## src/rtl/fir_output_decimator.sv

```systemverilog
// FIR output decimator: warm-up discard, decimate, requantize, output FIFO.
// Define FIR_DECIM_AVG_EN to average DECIM inputs instead of picking one.
module fir_output_decimator #(
  parameter int DATA_IN_WIDTH  = 64,
  parameter int DATA_OUT_WIDTH = 16,
  parameter int SHIFT          = 31,
  parameter int DECIM          = 4,
  parameter int WARMUP         = 104,
  parameter int FIFO_DEPTH     = 8
) (
  input  logic                          clk,
  input  logic                          reset,
  input  logic [DATA_IN_WIDTH-1:0]      data_in,
  output logic [DATA_OUT_WIDTH-1:0]     m_data,
  output logic                          m_valid,
  input  logic                          m_ready,
  output logic [$clog2(FIFO_DEPTH):0]   fifo_level,
  output logic                          overflow,
  input  logic                          clear_overflow
);

  localparam int W   = DATA_IN_WIDTH;
  localparam int DOW = DATA_OUT_WIDTH;
  localparam int LD  = (DECIM > 1) ? $clog2(DECIM) : 0;
  localparam int PW  = (DECIM > 1) ? $clog2(DECIM) : 1;
  localparam int CW  = (WARMUP > 1) ? $clog2(WARMUP) : 1;
  localparam int AW  = $clog2(FIFO_DEPTH);
  localparam int LW  = AW + 1;
`ifdef FIR_DECIM_AVG_EN
  localparam int SW  = W + LD;
  localparam int SH  = SHIFT + LD;
`else
  localparam int SW  = W;
  localparam int SH  = SHIFT;
`endif

  localparam int OMAX_I = (1 << (DOW - 1)) - 1;
  localparam int OMIN_I = -(1 << (DOW - 1));
  localparam logic signed [SW:0] OMAX = (SW+1)'(OMAX_I);
  localparam logic signed [SW:0] OMIN = (SW+1)'(OMIN_I);
  localparam logic signed [SW:0] HALF = (SW+1)'(1) << (SH - 1);

  typedef enum logic {
    ST_WARMUP,
    ST_RUN
  } state_t;

  state_t          state_q, state_d;
  logic [CW-1:0]   wcnt_q, wcnt_d;
  logic [PW-1:0]   phase_q, phase_d;

  always_ff @(posedge clk or posedge reset) begin
    if (reset) begin
      state_q <= ST_WARMUP;
      wcnt_q  <= '0;
      phase_q <= '0;
    end else begin
      state_q <= state_d;
      wcnt_q  <= wcnt_d;
      phase_q <= phase_d;
    end
  end

  always_comb begin
    state_d = state_q;
    wcnt_d  = wcnt_q;
    phase_d = phase_q;
    unique case (state_q)
      ST_WARMUP: begin
        wcnt_d = wcnt_q + CW'(1);
        if (wcnt_q == CW'(WARMUP - 1)) begin
          state_d = ST_RUN;
          wcnt_d  = '0;
          phase_d = '0;
        end
      end
      ST_RUN: begin
        if (phase_q == PW'(DECIM - 1))
          phase_d = '0;
        else
          phase_d = phase_q + PW'(1);
      end
      default: state_d = ST_WARMUP;
    endcase
  end

  logic signed [W-1:0]  din;
  logic signed [SW-1:0] src;
  logic                 take;
  logic                 run;

  assign din = $signed(data_in);
  assign run = (state_q == ST_RUN);

`ifdef FIR_DECIM_AVG_EN
  logic signed [SW-1:0] acc_q;
  logic signed [SW-1:0] sum;

  // Phase 0 restarts the sum so no separate clear cycle is needed
  assign sum  = ((phase_q == '0) ? '0 : acc_q) + SW'(din);
  assign src  = sum;
  assign take = run && (phase_q == PW'(DECIM - 1));

  always_ff @(posedge clk or posedge reset) begin
    if (reset)
      acc_q <= '0;
    else if (run)
      acc_q <= sum;
  end
`else
  assign src  = din;
  assign take = run && (phase_q == '0);
`endif

  logic signed [SW:0] rnd;
  logic signed [SW:0] shf;
  logic [DOW-1:0]     sat;

  // Extra guard bit keeps the rounding add from wrapping
  always_comb begin
    rnd = $signed({src[SW-1], src}) + HALF;
    shf = rnd >>> SH;
    if (shf > OMAX)
      sat = OMAX[DOW-1:0];
    else if (shf < OMIN)
      sat = OMIN[DOW-1:0];
    else
      sat = shf[DOW-1:0];
  end

  logic           q_push;
  logic [DOW-1:0] q_data;

  always_ff @(posedge clk or posedge reset) begin
    if (reset) begin
      q_push <= 1'b0;
      q_data <= '0;
    end else begin
      q_push <= take;
      if (take)
        q_data <= sat;
    end
  end

  logic [DOW-1:0] mem [FIFO_DEPTH];
  logic [AW-1:0]  wr_ptr, rd_ptr, rd_nxt;
  logic           full, pop, wr, drop, keep;

  assign full   = (fifo_level == LW'(FIFO_DEPTH));
  assign pop    = m_valid && m_ready;
  assign wr     = q_push && (!full || pop);
  assign drop   = q_push && full && !pop;
  assign rd_nxt = rd_ptr + AW'(pop);
  // Entries that survive this edge and were written before it
  assign keep   = (fifo_level != LW'(pop));

  always_ff @(posedge clk) begin
    if (wr)
      mem[wr_ptr] <= q_data;
  end

  always_ff @(posedge clk or posedge reset) begin
    if (reset) begin
      wr_ptr     <= '0;
      rd_ptr     <= '0;
      fifo_level <= '0;
      m_valid    <= 1'b0;
      m_data     <= '0;
      overflow   <= 1'b0;
    end else begin
      if (wr)
        wr_ptr <= wr_ptr + AW'(1);
      rd_ptr     <= rd_nxt;
      fifo_level <= fifo_level + LW'(wr) - LW'(pop);
      m_valid    <= keep;
      if (keep)
        m_data <= mem[rd_nxt];
      if (drop)
        overflow <= 1'b1;
      else if (clear_overflow)
        overflow <= 1'b0;
    end
  end

endmodule
```

## config.mk

```make
export PLATFORM = sky130hd
export DESIGN_NAME = fir_output_decimator
export DESIGN_NICKNAME = d
export VERILOG_FILES = /design/src/rtl/fir_output_decimator.sv
export SDC_FILE = /design/constraint.sdc
export NUM_CORES = 1
export LEC_CHECK = 0
export CAP_MARGIN = 25
export CORE_AREA = 2 2 131 133
export DETAILED_ROUTE_END_ITERATION = 10
export DIE_AREA = 0 0 133 135
export PLACE_DENSITY = 0.77
export SLEW_MARGIN = 5
export SYNTH_ARGS = -nofsm -noshare
export SYNTH_HDL_FRONTEND = slang
export SYNTH_SLANG_ARGS = --single-unit
```

## constraint.sdc

```tcl
create_clock -name clk -period 2.4 [get_ports clk]
set_clock_uncertainty 0.1 [all_clocks]
set_input_delay 0.24 -clock clk [delete_from_list [all_inputs] [get_ports clk]]
set_output_delay 0.24 -clock clk [all_outputs]
set_load 0.005 [all_outputs]
```

==> Yosys cells after proc, flatten, opt, wreduce, memory -nomap -nowiden <==
Memories as Yosys holds them, arrays and structs flattened. A register that Yosys moved wholly into a read port is not among the register bits.
Cells that the tools add are included.
{ "totals": {"register_bits": 39, "ramBits": 128, "in_bits": 68, "output_inout_bits": 22, "wordCells": 48, "n_memories": 1} }
{ "memory_table": {"columns": ["memory", "depth", "word_bits", "rd", "rd_clocked_by_memory_dff", "write_ports", "line_no", "rtl"], "rows": [
  ["mem", 8, 16, 1, 1, 1, "145", "logic [DOW-1:0] mem [FIFO_DEPTH];"]
]} }
{ "op_classes": {"n_addsub": 7, "order_cmp": 2, "eq_ne": 5, "muxes": 12, "bitwise_logic": 1, "reduce_logical": 10} }
{ "ops": {"columns": ["operator", "count"], "rows": [
  ["$add 64x32->65 const B", 1],
  ["$gt 34x16->1 const B", 1],
  ["$lt 34x16->1 const B", 1],
  ["$mux 16", 2],
  ["$add 7x1->7 const B", 1],
  ["$eq 7x7->1 const B", 1],
  ["$mux 7", 1],
  ["$mux 1", 6],
  ["$logic_and 1x1->1", 5],
  ["$add 4x1->4", 1],
  ["$eq 4x4->1 const B", 1],
  ["$mux 2", 2],
  ["$ne 4x1->1", 1],
  ["$pmux 2 s2", 1],
  ["$sub 4x1->4", 1],
  ["$add 3x1->3", 1],
  ["$add 3x1->3 const B", 1],
  ["$add 2x1->2 const B", 1],
  ["$eq 2x2->1 const B", 1],
  ["$logic_not 1->1", 2],
  ["$logic_not 2->1", 1],
  ["$ne 2x2->1 const B", 1],
  ["$reduce_bool 2->1", 1],
  ["$logic_or 1x1->1", 1],
  ["$not 1->1", 1]
]} }

==> Depth between registers and ports, before layout <==
Gate-level depths: netlist of run 1.
{ "depth": {"word_depth": 6, "mapped_depth": 11, "depth_no_buf": 10} }

==> Worst setup path after synthesis of run 1 <==
Ideal clock, no wire load.
{ "synth_timing": {"path_kind": "reg-to-reg", "startpoint": "reg fifo_level[2]", "endpoint": "mem mem[0][0] (netlist name) (enable)", "setup_time_ps": 409, "arrival_time_ps": 2198, "t_required_ps": 1891, "setup_slack_ps": -307, "stages_incl_launch_ff": 6, "n_path_buf": 0, "synth_period_minus_slack_ps": 2707, "cell_sequence": "dfrtp_1 inv_1 ha_1 a31oi_1 nand2b_1 nor3_1"} }
{ "synth_between": {"elab_chain_cells": 6} }
{ "synth_lines": {"columns": ["item", "line_no", "rtl"], "rows": [
  ["start, declared", "17", "output logic [$clog2(FIFO_DEPTH):0] fifo_level,"],
  ["start signal, assigned", "174", "fifo_level <= fifo_level + LW'(wr) - LW'(pop);"],
  ["$eq 4x4->1", "149", "assign full = (fifo_level == LW'(FIFO_DEPTH));"],
  ["$logic_not 1->1", "151", "assign wr = q_push && (!full || pop);"],
  ["$logic_or 1x1->1", "151", null],
  ["$logic_and 1x1->1", "151", null],
  ["$mux 1", "158", "if (wr)"],
  ["$mux 1 (not written as such)", "159", "mem[wr_ptr] <= q_data;"],
  ["end, declared", "145", null]
]} }
No other way between the ends.

==> Worst setup path after layout of run 1 <==
{ "layout_timing": {"startpoint": "in data_in[44]", "endpoint": "reg q_data[14]"} }
{ "layout_between": {"elab_chain_cells": 4, "word_cells_on_any_way": 5, "classes_between": "add/sub: 1; order compare: 2; mux: 2"} }
{ "layout_lines": {"columns": ["item", "line_no", "rtl"], "rows": [
  ["start, declared", "13", "input logic [DATA_IN_WIDTH-1:0] data_in,"],
  ["$add 64x32->65 *", "121", "rnd = $signed({src[SW-1], src}) + HALF;"],
  ["$lt 34x16->1", "125", "else if (shf < OMIN)"],
  ["$mux 16", "125", null],
  ["$mux 16 *", "123", "if (shf > OMAX)"],
  ["end signal, assigned", "141", "q_data <= sat;"],
  ["end, declared", "132", "logic [DOW-1:0] q_data;"]
]} }
Every way passes the cells marked *; elsewhere a longest branch is shown, timed or not.
A chain may end at the register's enable or synchronous reset.

==> results of run 1 <==
## layout make-up
| class | instances | area, um^2 | share of cell area [%] |
|---|---|---|---|
| Sequential cell | 183 | 5220 | 48.2 |
| Multi-Input combinational cell | 336 | 3120 | 28.8 |
| Timing Repair Buffer | 165 | 1570 | 14.5 |
| Clock buffer | 18 | 439 | 4.06 |
| Tap cell | 220 | 275 | 2.54 |
| Clock inverter | 14 | 130 | 1.20 |
| Inverter | 19 | 71.3 | 0.659 |
## state kept, by name, indices dropped and copies added, names as in the netlist
signal      flops
run             1
mem           128
rd_ptr          3
m_data         16
overflow        1
phase_q         2
q_data         16
fifo_level      4
q_push          1
wr_ptr          3
m_valid         1
wcnt_q          7
## power groups by stage
stage | combinational [mW] | clock (mW) | sequential, mW
after floorplan | 1.90 | 0 | 3.77
after global placement | 3.00 | 0 | 3.75
after detailed placement | 3.10 | 0 | 3.78
after CTS | 3.15 | 2.68 | 3.71
after global routing | 3.41 | 2.78 | 3.74
final | 3.14 | 2.64 | 3.71
## stage by stage
stage	utilization (%)	TNS, ps	hold WS [ps]
6_report	65.9	-32.1	107
5_1_grt	65.9	-384	148
4_1_cts	65.0	0	104
3_5_place_dp	60.6	-12050	372
3_3_place_gp	60.6	-9710	361
2_1_floorplan	-	-39.3	249
## worst register-to-register path, delay by kind of cell, from the launching register on
family | cells | cell delay, ps
buf+inv | 2 | 340
fa+ha+maj | 2 | 480
simple gates | 1 | 120
mux | 2 | 590
compound gates | 1 | 110
flops | 1 | 370
## metal layers
layer	global-route usage, %	wire length, um	share of wire (%)
met1	25.5	7450	40
met2	38.0	9690	51
met3	4.65	1070	5.7
met4	11.5	635	3.4
met5	0	0	0
## what timing repair did
action | in CTS | in global routing
resized for setup | 37 | 30
hold endpoints to repair | 0 | 0
buffers inserted | 9 | 4
setup endpoints to repair | 15 | 17
pin swaps | 17 | 11
gates cloned | 2 | 0
## placed cells by master (no fill, tap or decap), types with 7 or more instances in the layout
master,count
nor3_1,9
nand2_1,49
clkbuf_16,17
dlygate4sd2_1,12
o32a_1,10
nor4_2,8
inv_1,18
and3_1,7
ha_1,11
clkdlybuf4s50_1,35
xnor2_1,13
edfxtp_1,128
nand2b_1,13
mux4_2,32
nand3_1,12
dfrtp_1,55
buf_4,87
nand4_1,11
xor2_1,10
nor2_1,29
buf_12,14
o21ai_0,22
mux2i_1,15
## path summary, 6_finish.rpt
check | from | end | depth (start not counted)
max | data_in[44] | q_data[14]$_DFFE_PP0P_ | 12
min | reset | wcnt_q[5]$_DFFE_PP0N_ | 2
max reg2reg | m_valid$_DFF_PP0_ | m_data[5]$_DFFE_PP0P_ | 8
min reg2reg | m_data[15]$_DFFE_PP0P_ | m_data[15]$_DFFE_PP0P_ | 2
max in group asynchronous | reset | m_data[5]$_DFFE_PP0P_ | 3
min in group clk | data_in[30] | q_data[0]$_DFFE_PP0P_ | 4
## kinds of logic (layout without fill, tap and decap cells)
family	count (synthesis)	count (layout)	share of synthesized area (%)
multiplexers	51	51	11.0
flip-flops	183	183	63.0
AO/OA/AOI/OAI	68	68	6.81
buffers and inverters	41	216	2.20
AND/OR/NAND/NOR	175	176	11.9
XOR/XNOR	27	27	2.85
adder cells (fa/ha/maj)	14	14	2.20
==> flow_metrics.env, run 1 <==
export IMPL_status="finished, violations left"
export IMPL_violations="negative setup slack"
export IMPL_synth_most_common_cell="edfxtp_1"
export IMPL_synth_largest_area_cell="edfxtp_1"
export IMPL_switchingPower_mw=2.71
export IMPL_syn_area_per_cell_um2=14.8
export IMPL_antenna_cells=0
export IMPL_placedInstanceArea_um2=9950
export IMPL_first_pass_iters=5
export IMPL_num_rows=47
export IMPL_wl_um=18900
export IMPL_power_mw=9.49
export IMPL_cts_max_level=4
export IMPL_p_per_area_nw_per_um2=877
export IMPL_cpMostUsedCell="buf_4"
export IMPL_final_hold_viol_count=0
export IMPL_fmax_ghz=0.411
export IMPL_crit_type="in -> reg"
export IMPL_pwr_share_comb_pct=33.1
export IMPL_clock_sinks=183
export IMPL_port_buffers=59
export IMPL_place_inst=908
export IMPL_drc=0
export IMPL_cp_buffers_inverters=5
export IMPL_start_util_pct=50.5
export IMPL_synth_seq_cells=183
export IMPL_fin_nets=804
export IMPL_dp_hpwl_um=12400
export IMPL_ir_drop_mv=0.561
export IMPL_grt_pass1_wl_um=29500
export IMPL_antenna_left=0
export IMPL_crit_fanout=5
export IMPL_start_kind="input pin"
export IMPL_cts_tree="built"
export IMPL_synth_main_ff_cell="edfxtp_1"
export IMPL_synth_edff_count=128
export IMPL_synth_fp_nets=641
export IMPL_viasPerCell=5.71
export IMPL_dieArea_um2=18000
export IMPL_ctsRootBufferMaster="clkbuf_16"
export IMPL_drv_cap=0
export IMPL_postLayoutCellArea_um2=10800
export IMPL_synth_cell_area_um2=8290
export IMPL_tightest_slew_ps=679
export IMPL_period_minus_slack_ps=2430
export IMPL_clk_path_buf_depth=2
export IMPL_seqPwrFrac_pct=39.1
export IMPL_crit_chain="dlygate4sd2_1 -> nand4_1 -> buf_4 -> nor4_4 -> buf_4 -> buf_2 -> nand4_1 -> xnor2_2 -> buf_4 -> nand4_4 -> nor4_1 -> o32a_1"
export IMPL_cts_buffers=17
export IMPL_die_width_um=133
export IMPL_p_leak_nw=4.10
export IMPL_grt_max_degree=34
export IMPL_area_growth_pct=30.5
export IMPL_cp_slowest_cell="nor4_1"
export IMPL_yosysSeqAreaShare_pct=63.0
export IMPL_ctsHoldBuffers=0
export IMPL_coreArea_um2=16400
export IMPL_clkSlewWorstSetupHoldPaths_ps=70
export IMPL_dp_slack_ps=-746
export IMPL_final_max_slew_violation_count=0
export IMPL_gr_total_overflow=0
export IMPL_swShare_pct=28.6
export IMPL_grt_pass1_vias=5701
export IMPL_dr_total_vias=5454
export IMPL_netlist_top_cells_area="edfxtp_1 (46%), dfrtp_1 (17%), mux4_2 (8.7%), nand2_1 (2.2%), ha_1 (2.0%)"
export IMPL_async_flop_share_pct=30.1
export IMPL_drtIter0Drc=472
export IMPL_clock_latency_ps=430
export IMPL_synth_cells=559
export IMPL_place_congestion=0.846
export IMPL_required_ps=2660
export IMPL_synth_top_area_share_pct=46.4
export IMPL_hp_class="in -> async"
export IMPL_yosysWarningCount=0
export IMPL_synth_cell_type_count=63
export IMPL_max_slew_margin_rel_pct=54.7
export IMPL_fill_cells=1097
export IMPL_post_route_period_util_pct=101
export IMPL_fin_cells=955
export IMPL_p_int_mw=6.78
export IMPL_ios=90
export IMPL_die_y_um=135
export IMPL_wl_per_cell_um=19.7
export IMPL_crit_path_end_kind="register"
export IMPL_setup_ws_ps=-32.1
export IMPL_final_layout_size_suffix_gt1_share_pct=31.4
export IMPL_pwr_share_clk_pct=27.8
export IMPL_arrival_ps=2700
export IMPL_max_stage_delay_ps=300
export IMPL_crit_family="simple AND/OR/NAND/NOR gates"
export IMPL_r2r_slack_ps=150
export IMPL_grt_usage_pct=21.8
export IMPL_antenna_found_initial=0
export IMPL_finalSetupViolCount=1
export IMPL_yosys_top_cells_count="edfxtp_1 (128), dfrtp_1 (55), nand2_1 (49), mux4_2 (32), nor2_1 (29)"
Power figures use the tool's default switching activity.
==> inputs of run 2 (changes only) <==
CORE_AREA = 2 2 124 126   (was 2 2 131 133)
DIE_AREA = 0 0 126 128   (was 0 0 133 135)
PLACE_DENSITY = 0.81   (was 0.77)
clock period = 2.54 ns   (was 2.4 ns; I/O delays follow)
==> flow_metrics.env, run 2 (synthesis results as in run 1) <==
export IMPL_status="finished, violations left"
export IMPL_violations="negative setup slack"
export IMPL_crit_type="in -> reg"
export IMPL_antenna_cells=0
export IMPL_max_slew_margin_rel_pct=59.1
export IMPL_final_util_pct=72.3
export IMPL_max_flop_register="mem"
export IMPL_post_route_period_util_pct=101
export IMPL_fmax_ghz=0.391
export IMPL_p_leak_nw=4.17
export IMPL_grt_pass1_wl_um=29900
export IMPL_drv_cap=0
export IMPL_dieArea_um2=16100
export IMPL_grt_pass1_vias=5675
export IMPL_grt_usage_pct=24.4
export IMPL_gr_total_overflow=0
export IMPL_clock_sinks=183
export IMPL_ios=90
export IMPL_crit_fanout=5
export IMPL_fill_cells=907
export IMPL_grt_max_degree=34
export IMPL_ctsRootBufferMaster="clkbuf_16"
export IMPL_dp_hpwl_um=12200
export IMPL_port_buffers=59
export IMPL_coreArea_um2=14900
export IMPL_crit_path_end_kind="register"
export IMPL_num_rows=45
export IMPL_setup_worst_path_start="data_in[31]"
export IMPL_die_width_um=126
export IMPL_hp_class="in -> async"
export IMPL_drtIter0Drc=549
export IMPL_period_minus_slack_ps=2560
export IMPL_ir_drop_mv=0.584
export IMPL_drc=0
export IMPL_most_common_layout_cells="edfxtp_1 (128), buf_4 (77), dfrtp_1 (55), nand2_1 (48), clkdlybuf4s50_1 (37)"
export IMPL_cts_buffers=17
export IMPL_r2r_slack_ps=210
export IMPL_reg2reg_from="m_valid$_DFF_PP0_"
export IMPL_tightest_slew_ps=613
export IMPL_clkSlewWorstSetupHoldPaths_ps=70
export IMPL_crit_path_end="q_data[6]$_DFFE_PP0P_"
export IMPL_reg2regPathDepth=7
export IMPL_wl_um=19800
export IMPL_top_regs="mem x128, m_data x16, q_data x16"
export IMPL_cts_max_level=4
export IMPL_reg2reg_to="m_data[13]$_DFFE_PP0P_"
export IMPL_antenna_found_initial=0
export IMPL_area_growth_pct=29.6
export IMPL_fin_setup_tns_ps=-18.6
export IMPL_antenna_left=0
export IMPL_largest_reg_flops=128
export IMPL_final_common_cell="edfxtp_1"
export IMPL_viasPerCell=6.11
export IMPL_cts_tree="built"
export IMPL_required_ps=2800
export IMPL_p_per_area_nw_per_um2=843
export IMPL_wl_per_cell_um=21.7
export IMPL_start_util_pct=55.8
export IMPL_finalSetupViolCount=1
export IMPL_fin_nets=793
export IMPL_arrival_ps=2810
export IMPL_ctsHoldBuffers=0
export IMPL_final_hold_viol_count=0
export IMPL_dr_total_vias=5567
export IMPL_final_max_slew_violation_count=0
export IMPL_start_kind="input pin"
export IMPL_clock_latency_ps=420
export IMPL_clk_path_buf_depth=2
export IMPL_place_congestion=0.876
export IMPL_setup_ws_ps=-18.6
export IMPL_first_pass_iters=5
export IMPL_die_y_um=128
export IMPL_dp_slack_ps=-521
export IMPL_final_layout_size_suffix_gt1_share_pct=28.8
run 2: routing by layer:
layer / GRT usage (%) / routed length, um / vias to the layer above
li1: - / - / 2478
met1: 29.9 / 7490 / 2748
met2: 43.1 / 10300 / 285
met3: 4.92 / 1350 / 56
met4: 9.05 / 668 / 0
met5: 0 / 0 / -
run 2: worst min-delay path by stage:
| stage | from | end | slack [ps] |
|---|---|---|---|
| after floorplan | clear_overflow | overflow$_DFFE_PP0P_ | 260 |
| after global placement | m_data[0]$_DFFE_PP0P_ | m_data[0]$_DFFE_PP0P_ | 360 |
| after detailed placement | m_data[2]$_DFFE_PP0P_ | m_data[2]$_DFFE_PP0P_ | 370 |
| after CTS | reset | wcnt_q[4]$_DFFE_PP0N_ | 140 |
| after global routing | reset | wcnt_q[3]$_DFFE_PP0N_ | 180 |
| final | reset | wcnt_q[4]$_DFFE_PP0N_ | 130 |
run 2: cell type report:
cell class,instances,area (um^2),share of cell area (%)
clock buffers,20,437,4.06
clock inverters,11,149,1.39
inverters,19,71.3,0.664
multi-input cells,337,3120,29.0
flip-flops and latches,183,5220,48.6
well taps,188,235,2.19
repair buffers,153,1510,14.1
run 2: what timing repair did:
item / CTS / global route
endpoints found under the setup margin: 15 / 15
pin swaps: 5 / 16
resized for setup: 14 / 45
gates cloned: 1 / 1
buffers inserted: 1 / 4
run 2: metrics by stage:
stage	power, mW	area (um^2)	hold slack (ps)	instances
after floorplan	5.35	8300	263	559
after global placement	6.33	9850	362	873
after detailed placement	6.43	9850	371	873
after CTS	9.11	10500	138	906
after global routing	9.46	10700	175	911
final	9.06	10700	126	911
run 2: critical path, cell delays in order:
cell and delay, ps:
dlygate4sd2_1 260, ha_2 210, and3_4 200, nand4_4 80
or4_4 560, a221oi_4 370, nand4_4 230, nor4_4 400
o32a_1 250
run 2: power breakdown:
part           internal [mW]  switching [mW]
Clock                   1.55            1.09
Combinational           1.62            1.29
Sequential              3.38           0.120
Total                   6.56            2.50
